==> src/rtl/rcl_arbiter.sv <==
// rcl_arbiter: round-robin sharing of one line/circle relation engine between N_REQ requesters.
// Optional WAIT watchdog enabled by defining RCL_ARB_TIMEOUT_EN.
module rcl_arbiter #(
    parameter int N_REQ       = 4,
    parameter int TIMEOUT_CYC = 31
) (
    input  logic                 clk,
    input  logic                 rst_n,
    input  logic [N_REQ-1:0]     req,
    input  logic [15*N_REQ-1:0]  req_coef_L,
    input  logic [15*N_REQ-1:0]  req_coef_Q,
    output logic [N_REQ-1:0]     gnt,
    output logic [N_REQ-1:0]     rsp_valid,
    output logic [1:0]           rsp_out,
    output logic                 rsp_err,
    output logic                 busy,
    output logic                 eng_in_valid,
    output logic [4:0]           eng_coef_L,
    output logic [4:0]           eng_coef_Q,
    input  logic                 eng_out_valid,
    input  logic [1:0]           eng_out
);
    localparam int IW = $clog2(N_REQ);
    localparam int CW = TIMEOUT_CYC > 3 ? $clog2(TIMEOUT_CYC + 1) : 2;
    typedef enum logic [2:0] {IDLE, ISSUE, WAIT, RESP, GAP} state_t;
    state_t state_q;
    logic [IW-1:0] rr_q, id_q, off, sel, sel_nxt;
    logic [IW:0] sum;
    logic [N_REQ-1:0] rot, gnt_q, rsp_valid_q;
    logic [14:0] cl [N_REQ];
    logic [14:0] cq [N_REQ];
    logic [14:0] cl_q, cq_q;
    logic [CW-1:0] cnt_q;
    logic [1:0] rsp_out_q;
    logic eng_v_q;
    logic [4:0] eng_l_q, eng_q_q, bl, bq;
    // Rotate requests so the scan starts at rr_ptr; the lowest set bit of rot is the winner offset.
    always_comb begin
        rot = N_REQ'({req, req} >> rr_q);
        off = '0;
        for (int k = N_REQ - 1; k >= 0; k--)
            if (rot[k]) off = IW'(k);
        sum = {1'b0, rr_q} + {1'b0, off};
        sel = sum >= (IW+1)'(N_REQ) ? IW'(sum - (IW+1)'(N_REQ)) : IW'(sum);
        sel_nxt = sel == IW'(N_REQ - 1) ? '0 : sel + IW'(1);
        for (int i = 0; i < N_REQ; i++) begin
            cl[i] = req_coef_L[15*i +: 15];
            cq[i] = req_coef_Q[15*i +: 15];
        end
        bl = cnt_q == CW'(0) ? cl_q[4:0] : cnt_q == CW'(1) ? cl_q[9:5] : cl_q[14:10];
        bq = cnt_q == CW'(0) ? cq_q[4:0] : cnt_q == CW'(1) ? cq_q[9:5] : cq_q[14:10];
    end
`ifdef RCL_ARB_TIMEOUT_EN
    logic rsp_err_q;
    assign rsp_err = rsp_err_q;
`else
    assign rsp_err = 1'b0;
`endif
    always_ff @(posedge clk or negedge rst_n) begin
        if (!rst_n) begin
            state_q     <= IDLE;
            rr_q        <= '0;
            id_q        <= '0;
            cl_q        <= '0;
            cq_q        <= '0;
            cnt_q       <= '0;
            gnt_q       <= '0;
            rsp_valid_q <= '0;
            rsp_out_q   <= '0;
            eng_v_q     <= 1'b0;
            eng_l_q     <= '0;
            eng_q_q     <= '0;
`ifdef RCL_ARB_TIMEOUT_EN
            rsp_err_q   <= 1'b0;
`endif
        end else begin
            gnt_q       <= '0;
            rsp_valid_q <= '0;
            eng_v_q     <= 1'b0;
            eng_l_q     <= '0;
            eng_q_q     <= '0;
            case (state_q)
                IDLE: if (|req) begin
                    gnt_q   <= N_REQ'(1) << sel;
                    id_q    <= sel;
                    cl_q    <= cl[sel];
                    cq_q    <= cq[sel];
                    rr_q    <= sel_nxt;
                    cnt_q   <= '0;
                    state_q <= ISSUE;
                end
                ISSUE: begin
                    eng_v_q <= 1'b1;
                    eng_l_q <= bl;
                    eng_q_q <= bq;
                    cnt_q   <= cnt_q == CW'(2) ? '0 : cnt_q + CW'(1);
                    if (cnt_q == CW'(2)) state_q <= WAIT;
                end
                WAIT: begin
                    if (eng_out_valid) begin
                        rsp_valid_q <= N_REQ'(1) << id_q;
                        rsp_out_q   <= eng_out;
                        state_q     <= RESP;
                    end
`ifdef RCL_ARB_TIMEOUT_EN
                    else if (cnt_q == CW'(TIMEOUT_CYC - 1)) begin
                        rsp_valid_q <= N_REQ'(1) << id_q;
                        rsp_err_q   <= 1'b1;
                        state_q     <= RESP;
                    end else cnt_q <= cnt_q + CW'(1);
`endif
                end
                RESP: begin
                    rsp_out_q <= '0;
`ifdef RCL_ARB_TIMEOUT_EN
                    rsp_err_q <= 1'b0;
`endif
                    state_q   <= GAP;
                end
                default: state_q <= IDLE;
            endcase
        end
    end
    assign gnt          = gnt_q;
    assign rsp_valid    = rsp_valid_q;
    assign rsp_out      = rsp_out_q;
    assign busy         = state_q != IDLE;
    assign eng_in_valid = eng_v_q;
    assign eng_coef_L   = eng_l_q;
    assign eng_coef_Q   = eng_q_q;
endmodule

==> config.mk <==
export PLATFORM = sky130hd
export DESIGN_NAME = rcl_arbiter
export DESIGN_NICKNAME = d
export VERILOG_FILES = /design/src/rtl/rcl_arbiter.sv
export SDC_FILE = /design/constraint.sdc
export NUM_CORES = 1
export LEC_CHECK = 0
export ABC_AREA = 1
export CORE_UTILIZATION = 44
export CTS_CLUSTER_DIAMETER = 150
export DETAILED_ROUTE_END_ITERATION = 12
export HOLD_SLACK_MARGIN = 0.03
export PLACE_DENSITY_LB_ADDON = 0.3
export RECOVER_POWER = 25
export SLEW_MARGIN = 20
export SYNTH_ARGS = -nofsm -noshare
export SYNTH_HDL_FRONTEND = slang
export SYNTH_SLANG_ARGS = --single-unit
export TNS_END_PERCENT = 50
==> constraint.sdc <==
create_clock -name clk -period 2.9 [get_ports clk]
set_input_delay 0.29 -clock clk [delete_from_list [all_inputs] [get_ports clk]]
set_output_delay 0.29 -clock clk [all_outputs]
set_load 0.02 [all_outputs]
==> results.toml, run 1 <==
[run_status]
status = "finished, final reports clean"

[clock_network]
clk_latency_ps = 340
cts_buffers = 9
tritoncts = "done"
clock_path_buffers = 2
clockRootBuffer = "clkbuf_8"
cts.sinks = 63
htree_levels = 3
cts-resized-gates = 0
cts.reportedPaths.clkPinSlew_ps = 70

[layout]
nFillCells = 681
area_growth_syn_to_layout_pct = 48.3
multiInputGateArea_um2 = 1970
finalInstanceArea_um2 = 5620
antenna_cells = 0
final_nets = 743
drive_above_1_share = 0.0620
final_common_cell = "clkdlybuf4s50_1"
layout_common_cells = "149 x clkdlybuf4s50_1, 127 x nand2_1, 90 x nand3_1"
final-seq-area_um2 = 1580
utilization = 0.678

[logic_synthesis]
async_flop_share = 1.00
ys.flop_type = "dfrtp_1"
yosysSeqAreaShare = 0.416
synth_area_um2 = 3790
synth_edf_count = 0
syn_nets = 597
ys_types = 26
syn_inst = 462
ys_ff_latch = 63
synth_top_cell_by_area = "dfrtp_1"
synthDominantCellAreaShare = 0.416
synth.avg_cell_area_um2 = 8.21
yosys-top-cells-area = "dfrtp_1 42%, mux2i_1 16%, nand2_1 13%"
synth_warnings = 0

[sta]
finalHoldViolCount = 0
tns_ps = 0
fin_crit_sh = 0.919
timing.fmax_mhz = 375
period_needed_ps = 2670
tightest_slew_ps = 1240
drv_slew = 0
relSlewSlack = 0.172
finClkSkew_ps = 6.07
rsz0062_at_grt = "no"
setup_viol = 0

[min_path]
min_from = "id_q[0]"
worstHoldPathType = "reg2reg"

[drt]
ant_nets = 0
drt-pass1-iter-count = 5
viasPerCell = 5.34
wirelength_um = 10600
num_vias = 3836
wire_per_inst_um = 14.8
drcViolationCount = 0
drt-initial-drc-count = 172

[setup_path]
rrSetupSlack_ps = 230
crit_slowest_cell = "dfrtp_1"
critPathKind = "reg2reg"
critPathMostFrequentCell = "nand3_1"
critPathTopFamily = "simple AND/OR/NAND/NOR gates"
crit_arrival_ps = 2890
worstSetupEndpointType = "register"
slowest_delay_ps = 500
crit_fanout = 31
crit_path_start_kind = "register"
critPathBufInv = 3
path_cells = "inv_2, nand2_1, nand3_1, nand2_1, nand3_1, a21boi_0, ha_4, xor2_1, inv_2, nand3_2, buf_4, nand3_1, nand3_1, nand2_1"
cp-startpoint = "rr_q[0]"
required_ps = 3120
r2r-start = "rr_q[0]"

[placement]
port_buffers = 150
dp_hpwl_um = 8030
placed_area_um2 = 5390
gp_congestion = 0.778

[power]
power_frac_seq = 0.217
p_int_mw = 3.68
power_frac_comb = 0.657
power.share.clock = 0.126
swShare = 0.460
power.leakage_nw = 2.69
peakVddDrop_mv = 0.856
p_sw_mw = 3.13
power_density_nw_per_um2 = 1210

[floorplanning]
ioPinCount = 152
row_count = 33
dieArea_um2 = 8990
start_util = 0.457
fp.dieH_um = 94.8
core_um2 = 8300
die_w_um = 94.8

[grt]
grt_max_degree = 52
grt_usage = 0.247
grt.overflow.total = 0
grt_pass1_wl_um = 17100
grt_pass1_vias = 3753
grt_antenna_before_repair = 0

[flow_run]
cap_viol_max_count = 0
## state kept, by name (all words and copies together), names as in the netlist
register,count
rr_q,2
cq_q,15
id_q,2
eng_in_valid,1
cl_q,15
rsp_out,2
gnt,4
eng_coef_Q,5
rsp_valid,4
cnt_q,5
state_q,3
eng_coef_L,5
## path summary, 6_finish.rpt
check / depth (start not counted) / to
worst max-delay path: 14 / cl_q[1]
worst min register to register: 1 / rsp_valid[2]
worst min-delay path: 1 / rsp_valid[2]
max in group asynchronous: 3 / cl_q[3]
worst max register to register: 14 / cl_q[1]
min in group asynchronous: 2 / rr_q[1]
## cells by family after synthesis
group / after synthesis / share of synthesized area
xor+xnor: 3 / 0.00693
other cells: 1 / 0.000989
compound gates: 25 / 0.0422
buf+inv: 57 / 0.0683
fa+ha+maj: 6 / 0.0198
mux: 60 / 0.158
simple gates: 247 / 0.288
flops: 63 / 0.416
## synthesized netlist by cell type (2+ instances only)
master      n
a21oi_1     3
buf_2      12
buf_4       2
buf_6       3
clkbuf_1   12
dfrtp_1    63
ha_1        6
inv_1      23
inv_2       5
mux2i_1    60
nand2_1   127
nand3_1    90
nand4_1    10
nor2_1     10
nor3_1      6
o211ai_1   10
o21ai_0     7
o22ai_1     3
xor2_1      3
## worst register-to-register path, cell delays in order (launching register included)
cell	delay, ps
dfrtp_1	500
inv_2	100
nand2_1	120
nand3_1	100
nand2_1	110
nand3_1	80
a21boi_0	290
ha_4	180
xor2_1	250
inv_2	60
nand3_2	100
buf_4	330
nand3_1	150
nand3_1	120
nand2_1	60
## what timing repair did
action                    CTS  global route
hold buffers                0             1
hold endpoints to repair    0            40
buffers inserted            0             0
## through the flow
stage / total power, mW / std cells / setup WS (ps) / hold WS [ps]
2_1_floorplan: 4.82 / 462 / 661 / -5.59
5_1_grt: 7.38 / 718 / 82.4 / 472
3_5_place_dp: 5.95 / 701 / 123 / 453
6_report: 6.81 / 718 / 234 / 464
3_3_place_gp: 5.82 / 701 / 300 / 455
4_1_cts: 6.83 / 717 / 287 / 201
## metal layers
metal,up-vias,GRT usage,wire length [µm]
met3,31,0.0378,507
met5,-,0,0
met4,0,0.115,320
met2,143,0.445,5690
met1,1804,0.286,4090
li1,1858,-,-
## layout make-up
| type | count | share of cell area |
|---|---|---|
| Clock buffer | 13 | 0.0283 |
| Clock inverter | 3 | 0.0116 |
| Inverter | 28 | 0.0187 |
| Multi-Input combinational cell | 342 | 0.351 |
| Sequential cell | 63 | 0.280 |
| Tap cell | 105 | 0.0234 |
| Timing Repair Buffer | 164 | 0.287 |
## power groups by stage
| stage | clock network, mW | logic (mW) | registers, mW |
|---|---|---|---|
| after detailed placement | 0 | 4.47 | 1.49 |
| final | 0.856 | 4.47 | 1.48 |
| after floorplan | 0 | 3.30 | 1.52 |
| after global routing | 0.911 | 4.95 | 1.52 |
| after global placement | 0 | 4.35 | 1.48 |
| after CTS | 0.865 | 4.49 | 1.48 |
Note: power is estimated with default switching activity, not from simulation.
==> inputs of run 2 (changes only) <==
--- a/config.mk
+++ b/config.mk
@@ -6,6 +6,7 @@
 export NUM_CORES = 1
 export LEC_CHECK = 0
 export ABC_AREA = 1
+export CORE_ASPECT_RATIO = 0.6
 export CORE_UTILIZATION = 44
 export CTS_CLUSTER_DIAMETER = 150
 export DETAILED_ROUTE_END_ITERATION = 12
==> run 2 against run 1 <==
  * The run now ends with max-capacitance violations, max-slew violations left
  * Setup slack better by 8.0 ps
  * Global-route usage up 1.3 points
  * Wire length up 3.7%
  * Worst hold slack better by 8.3 ps
  * Combinational power up 2%
  * Power up 2.8%
  * Clock power up 11%
  * Sequential power about the same
  * Critical path depth up 1
  * Clock skew down 1.3 ps
  * Largest power group unchanged
  * Highest routed layer unchanged
==> results.toml, run 2 (synthesis results as in run 1) <==
[run_status]
status = "finished, violations left"
failed_checks = "max-capacitance violations, max-slew violations"

[grt]
grt_pass1_vias = 3666
grt_usage = 0.261
grt_max_degree = 38
grt.overflow.total = 0
grt_pass1_wl_um = 17800
grt_antenna_before_repair = 0

[placement]
gp_congestion = 0.817
dp_cells = 702
port_buffers = 150
dp_hpwl_um = 8380

[setup_path]
reg2reg_depth = 15
slowest_delay_ps = 440
crit_arrival_ps = 2870
crit_slowest_cell = "dfrtp_2"
critPathMostFrequentCell = "nand2_1"
critPathKind = "reg2reg"
worstSetupEndpointType = "register"
rrSetupSlack_ps = 240
crit_fanout = 22
r2r-start = "rr_q[0]"
crit_path_start_kind = "register"
required_ps = 3110
regToRegEndpoint = "cl_q[0]"
path_cells = "inv_2, nand2_1, nand3_1, nand2_1, nand3_1, a21boi_0, ha_4, xor2_1, inv_2, nand3_2, nand2_4, buf_4, nand2_1, nand3_1, nand2_1"

[sta]
tightest_slew_ps = 1570
drv_slew = 30
fin_crit_sh = 0.917
setup_viol = 0
rsz0062_at_grt = "no"
relSlewSlack = -0.0442
period_needed_ps = 2660
tns_ps = 0
finalHoldViolCount = 0
timing.fmax_mhz = 376
finClkSkew_ps = 4.78

[floorplanning]
dieArea_um2 = 9010
fp.dieH_um = 73.9
row_count = 25
ioPinCount = 152
die_w_um = 122
start_util = 0.468
core_um2 = 8100

[layout]
layout_common_cells = "149 x clkdlybuf4s50_1, 127 x nand2_1, 90 x nand3_1"
utilization = 0.699
fin_cells = 718
final_nets = 741
antenna_cells = 0
final_common_cell = "clkdlybuf4s50_1"
area_growth_syn_to_layout_pct = 49.2
largestRegisters = "cl_q x15, cq_q x15"
drive_above_1_share = 0.0574

[clock_network]
cts_buffers = 9
clockRootBuffer = "clkbuf_16"
tritoncts = "done"
cts.reportedPaths.clkPinSlew_ps = 50
htree_levels = 3
clock_path_buffers = 2
cts.sinks = 63
clk_latency_ps = 320

[min_path]
worstHoldPathType = "reg2reg"
hold-path-cell-count = 1
min_from = "id_q[0]"
whs_endpoint = "rsp_valid[2]"

[drt]
ant_nets = 0
drcViolationCount = 0
wire_per_inst_um = 15.3
drt-initial-drc-count = 260
wirelength_um = 11000
drt-pass1-iter-count = 5
viasPerCell = 5.42
num_vias = 3890

[flow_run]
cap_viol_max_count = 1

[power]
power_density_nw_per_um2 = 1240
power.leakage_nw = 2.70
peakVddDrop_mv = 0.726
==> run 2: area by class of cell <==
class                           instances  area [µm²]
Timing Repair Buffer                  162        1610
Sequential cell                        63        1580
Clock inverter                          4        22.5
Inverter                               28         105
Clock buffer                           11         243
Tap cell                              108         135
Fill cell                             620        2440
Multi-Input combinational cell        342        1970
==> run 2: through the flow <==
step	cell area, µm²	setup WS, ps	power (mW)	hold WS (ps)
3_3_place_gp	5390	176	5.84	337
3_5_place_dp	5390	52.5	6.00	355
2_1_floorplan	3790	661	4.82	-5.59
5_1_grt	5660	16.8	7.56	491
4_1_cts	5670	195	7.00	470
6_report	5660	242	7.00	473
==> run 2: worst max-delay path, delay by kind of cell (launching register included) <==
kind,cells,cell delay [ps]
flops,1,440
simple gates,9,1070
buf+inv,3,450
fa+ha+maj,1,180
compound gates,1,290
xor+xnor,1,90
==> run 2: worst max-delay path by stage <==
stage / startpoint / endpoint / slack, ps / cells past startpoint
6_report: rr_q[0] / cl_q[0] / 240 / 15
5_1_grt: rr_q[0] / cq_q[1] / 20 / 15
4_1_cts: rr_q[0] / cl_q[0] / 200 / 15
3_5_place_dp: req[1] / rr_q[1] / 50 / 14
3_3_place_gp: req[1] / cq_q[1] / 180 / 14
2_1_floorplan: rr_q[0] / cq_q[10] / 660 / 13
==> run 2: where the power goes <==
group          switching [mW]  total [mW]  internal (mW)  leakage, nW
combinational            2.64        4.54           1.89         1.77
sequential              0.247        1.51           1.26        0.801
clock                   0.360       0.950          0.591        0.131
==> run 2: what timing repair did <==
item | 4_1_cts | 5_1_grt
buffers inserted | 0 | 0
hold buffers | 1 | 0
endpoints found under the hold margin | 27 | 0
gates resized for setup | 0 | 1
endpoints found under the setup margin | 0 | 22
==> run 2: layer usage <==
| layer | global-route usage | up-vias | routed length, µm |
|---|---|---|---|
| li1 | - | 1861 | - |
| met1 | 0.364 | 1836 | 5050 |
| met2 | 0.398 | 176 | 4970 |
| met3 | 0.0707 | 17 | 843 |
| met4 | 0.0727 | 0 | 123 |
| met5 | 0 | - | 0 |
==> inputs of run 3 (changes only) <==
--- a/config.mk
+++ b/config.mk
@@ -5,14 +5,14 @@
 export SDC_FILE = /design/constraint.sdc
 export NUM_CORES = 1
 export LEC_CHECK = 0
-export ABC_AREA = 1
 export CORE_ASPECT_RATIO = 0.6
 export CORE_UTILIZATION = 44
 export CTS_CLUSTER_DIAMETER = 150
 export DETAILED_ROUTE_END_ITERATION = 12
 export HOLD_SLACK_MARGIN = 0.03
-export PLACE_DENSITY_LB_ADDON = 0.3
+export PLACE_DENSITY = 0.81
 export RECOVER_POWER = 25
+export SETUP_SLACK_MARGIN = 0.2
 export SLEW_MARGIN = 20
 export SYNTH_ARGS = -nofsm -noshare
 export SYNTH_HDL_FRONTEND = slang
==> run 3 against run 2 <==
  * The run still ends with max-capacitance violations, max-slew violations left
  * Synthesized cell count down 10%
  * Worst hold slack worse by 14 ps
  * Core utilization increased by 0.22 points
  * Maximum frequency is 2.9% higher
  * Global-route usage is 0.75 points higher
  * Sequential share of layout area fell by 1.4 points
  * Area after synthesis rose by 1.5%
  * Power is 4.9% lower
  * Setup slack improved by 76 ps
  * Critical path type is now in2reg
  * Critical endpoint is now cq_q[0]
==> results.toml, run 3 <==
[logic_synthesis]
synth_warnings = 0
ys_ff_latch = 63
ys_types = 39
synth_area_um2 = 3850
synth_edf_count = 0
ys.flop_type = "dfrtp_1"
syn_inst = 415
synth_commonest_cells = "63 x dfrtp_1, 61 x nor2b_1, 48 x nand2_1"
async_flop_share = 1.00
synth.most_common_cell = "dfrtp_1"
yosys-top-cells-area = "dfrtp_1 41%, nor2b_1 9.9%, a221oi_1 6.8%"
yosysSeqAreaShare = 0.409
synthDominantCellAreaShare = 0.409
syn_nets = 550
synth.avg_cell_area_um2 = 9.28
synth_top_cell_by_area = "dfrtp_1"

[clock_network]
cts.sinks = 63
clock_path_buffers = 2
tritoncts = "done"
clockRootBuffer = "clkbuf_16"
htree_levels = 3
cts.reportedPaths.clkPinSlew_ps = 50
cts_setup_buffers = 0
clk_latency_ps = 330
cts_buffers = 9

[setup_path]
crit_path_start_kind = "input port"
critPathKind = "in2reg"
cp-startpoint = "req[3]"
crit_slowest_cell = "clkdlybuf4s50_1"
r2r-start = "rr_q[0]"
worstSetupEndpointType = "register"
path_cells = "clkdlybuf4s50_1, nor2_1, nand2_1, o221ai_1, ha_4, xor2_4, nand4_1, buf_4, a221oi_1, o31ai_1"
crit_arrival_ps = 2770
required_ps = 3090
crit_fanout = 17
slowest_delay_ps = 500

[layout]
multiInputGateArea_um2 = 2170
fin_cells = 684
drive_above_1_share = 0.101
layout_common_cells = "149 x clkdlybuf4s50_1, 62 x dfrtp_1, 61 x nor2b_1"
nFillCells = 631
final_nets = 702
largestRegisters = "cl_q x15, cq_q x15"
utilization = 0.701
area_growth_syn_to_layout_pct = 54.5
final_common_cell = "clkdlybuf4s50_1"
antenna_cells = 0
final-seq-area_um2 = 1580

[power]
power_frac_seq = 0.228
power.share.clock = 0.148
power_density_nw_per_um2 = 1120
power.leakage_nw = 2.37
p_int_mw = 3.63
p_sw_mw = 3.03
power_frac_comb = 0.624
peakVddDrop_mv = 0.692
swShare = 0.455

[drt]
ant_nets = 0
drcViolationCount = 0
wirelength_um = 11900
met2WireLength_um = 5380
wire_per_inst_um = 17.4
num_vias = 3887
dr_wl_met3_um = 822
drt-pass1-iter-count = 5
top_layer = "met4"
viasPerCell = 5.68
drt-initial-drc-count = 199
drt-met1-wl_um = 5550

[sta]
fin_crit_sh = 0.891
finalHoldViolCount = 0
finClkSkew_ps = 5.87
rsz0062_at_grt = "no"
relSlewSlack = -0.228
timing.fmax_mhz = 387
setup_viol = 0
tightest_slew_ps = 1840
drv_slew = 34
period_needed_ps = 2580
setup_slack_ps = 317

[placement]
pre_cts_slack_ps = -404
dp_cells = 667
dp_hpwl_um = 8980
gp_congestion = 0.871
port_buffers = 150

[grt]
grt_usage = 0.268
grt_pass1_wl_um = 18200
grt.overflow.total = 0
grt_max_degree = 63
grt_antenna_before_repair = 0
grt_pass1_vias = 3631

[floorplanning]
start_util = 0.453
fp.dieH_um = 74.5
die_w_um = 123
row_count = 26
ioPinCount = 152
dieArea_um2 = 9140
core_um2 = 8490

[min_path]
worstHoldPathType = "in2async"

[run_status]
failed_checks = "max-capacitance violations, max-slew violations"
status = "finished, violations left"

[flow_run]
cap_viol_max_count = 1
run 3: cell types whose count changed in the layout (fill, tap and decap cells not counted), moves of 10 or more:
cell,before,now
a211oi_1,0,10
nand2_1,127,47
o211ai_1,10,0
nor2_1,10,20
inv_1,23,5
a2111oi_0,0,23
nand3_1,90,3
a221oi_1,0,28
buf_4,7,25
mux2i_1,60,13
o31ai_1,0,34
nor2b_1,0,61
run 3: cells by family (layout without fill, tap and decap cells):
| logic type | Yosys count | after routing | share of synthesized area |
|---|---|---|---|
| AO/OA/AOI/OAI | 128 | 129 | 0.264 |
| XOR/XNOR | 2 | 2 | 0.00455 |
| adder cells (fa/ha/maj) | 6 | 6 | 0.0195 |
| buffers and inverters | 45 | 201 | 0.0553 |
| flip-flops | 63 | 63 | 0.409 |
| multiplexers | 13 | 13 | 0.0338 |
| other | 1 | 1 | 0.000974 |
| AND/OR/NAND/NOR | 157 | 157 | 0.212 |
run 3: critical path, delay by kind of cell:
family	cells	cell delay [ps]
and+or+nand+nor	3	490
AOI/OAI and AO/OA	3	770
buffers and inverters	2	760
adders and majority gates	1	230
xor gates and xnor gates	1	230
run 3: worst paths after layout:
path / to / slack, ps / depth (start not counted)
min reg2reg: cq_q[1] / 480 / 2
max reg2reg: cq_q[0] / 330 / 10
min: cl_q[9] / 460 / 1
max: cq_q[0] / 320 / 10
min in group clk: cq_q[1] / 480 / 2
max in group asynchronous: eng_coef_L[2] / 1060 / 2
run 3: repair_timing:
item | CTS | global route
endpoints found under the setup margin | 37 | 27
gates cloned | 0 | 1
hold buffers | 0 | 0
resized for setup | 1 | 12
pin swaps | 0 | 0
run 3: layer usage:
layer,vias up,global-route usage
met3,16,0.0575
met2,179,0.408
met4,0,0.0867
met1,1822,0.382
met5,-,0
li1,1870,-
run 3: cell type report:
cell class	instances	share of cell area
clock buffer	11	0.0408
clock inverter	5	0.00568
inverter	5	0.00315
multi-input combinational	308	0.365
sequential	63	0.265
tap	112	0.0236
timing repair buffer	180	0.297
run 3: power groups by stage:
stage | logic, mW | clock network [mW] | registers (mW)
floorplan | 2.57 | 0 | 1.51
global placement | 3.90 | 0 | 1.50
CTS | 4.03 | 0.997 | 1.51
finish | 4.16 | 0.984 | 1.52
detailed placement | 4.00 | 0 | 1.52
global route | 4.57 | 1.05 | 1.55
run 3: through the flow:
stage,power (mW),TNS (ps),cell area (µm²),hold slack (ps)
floorplan,4.08,0,3850,-5.59
global placement,5.40,-4720,5600,400
detailed placement,5.51,-8570,5600,409
CTS,6.54,0,5890,53.5
global route,7.17,0,5950,504
finish,6.66,0,5950,459
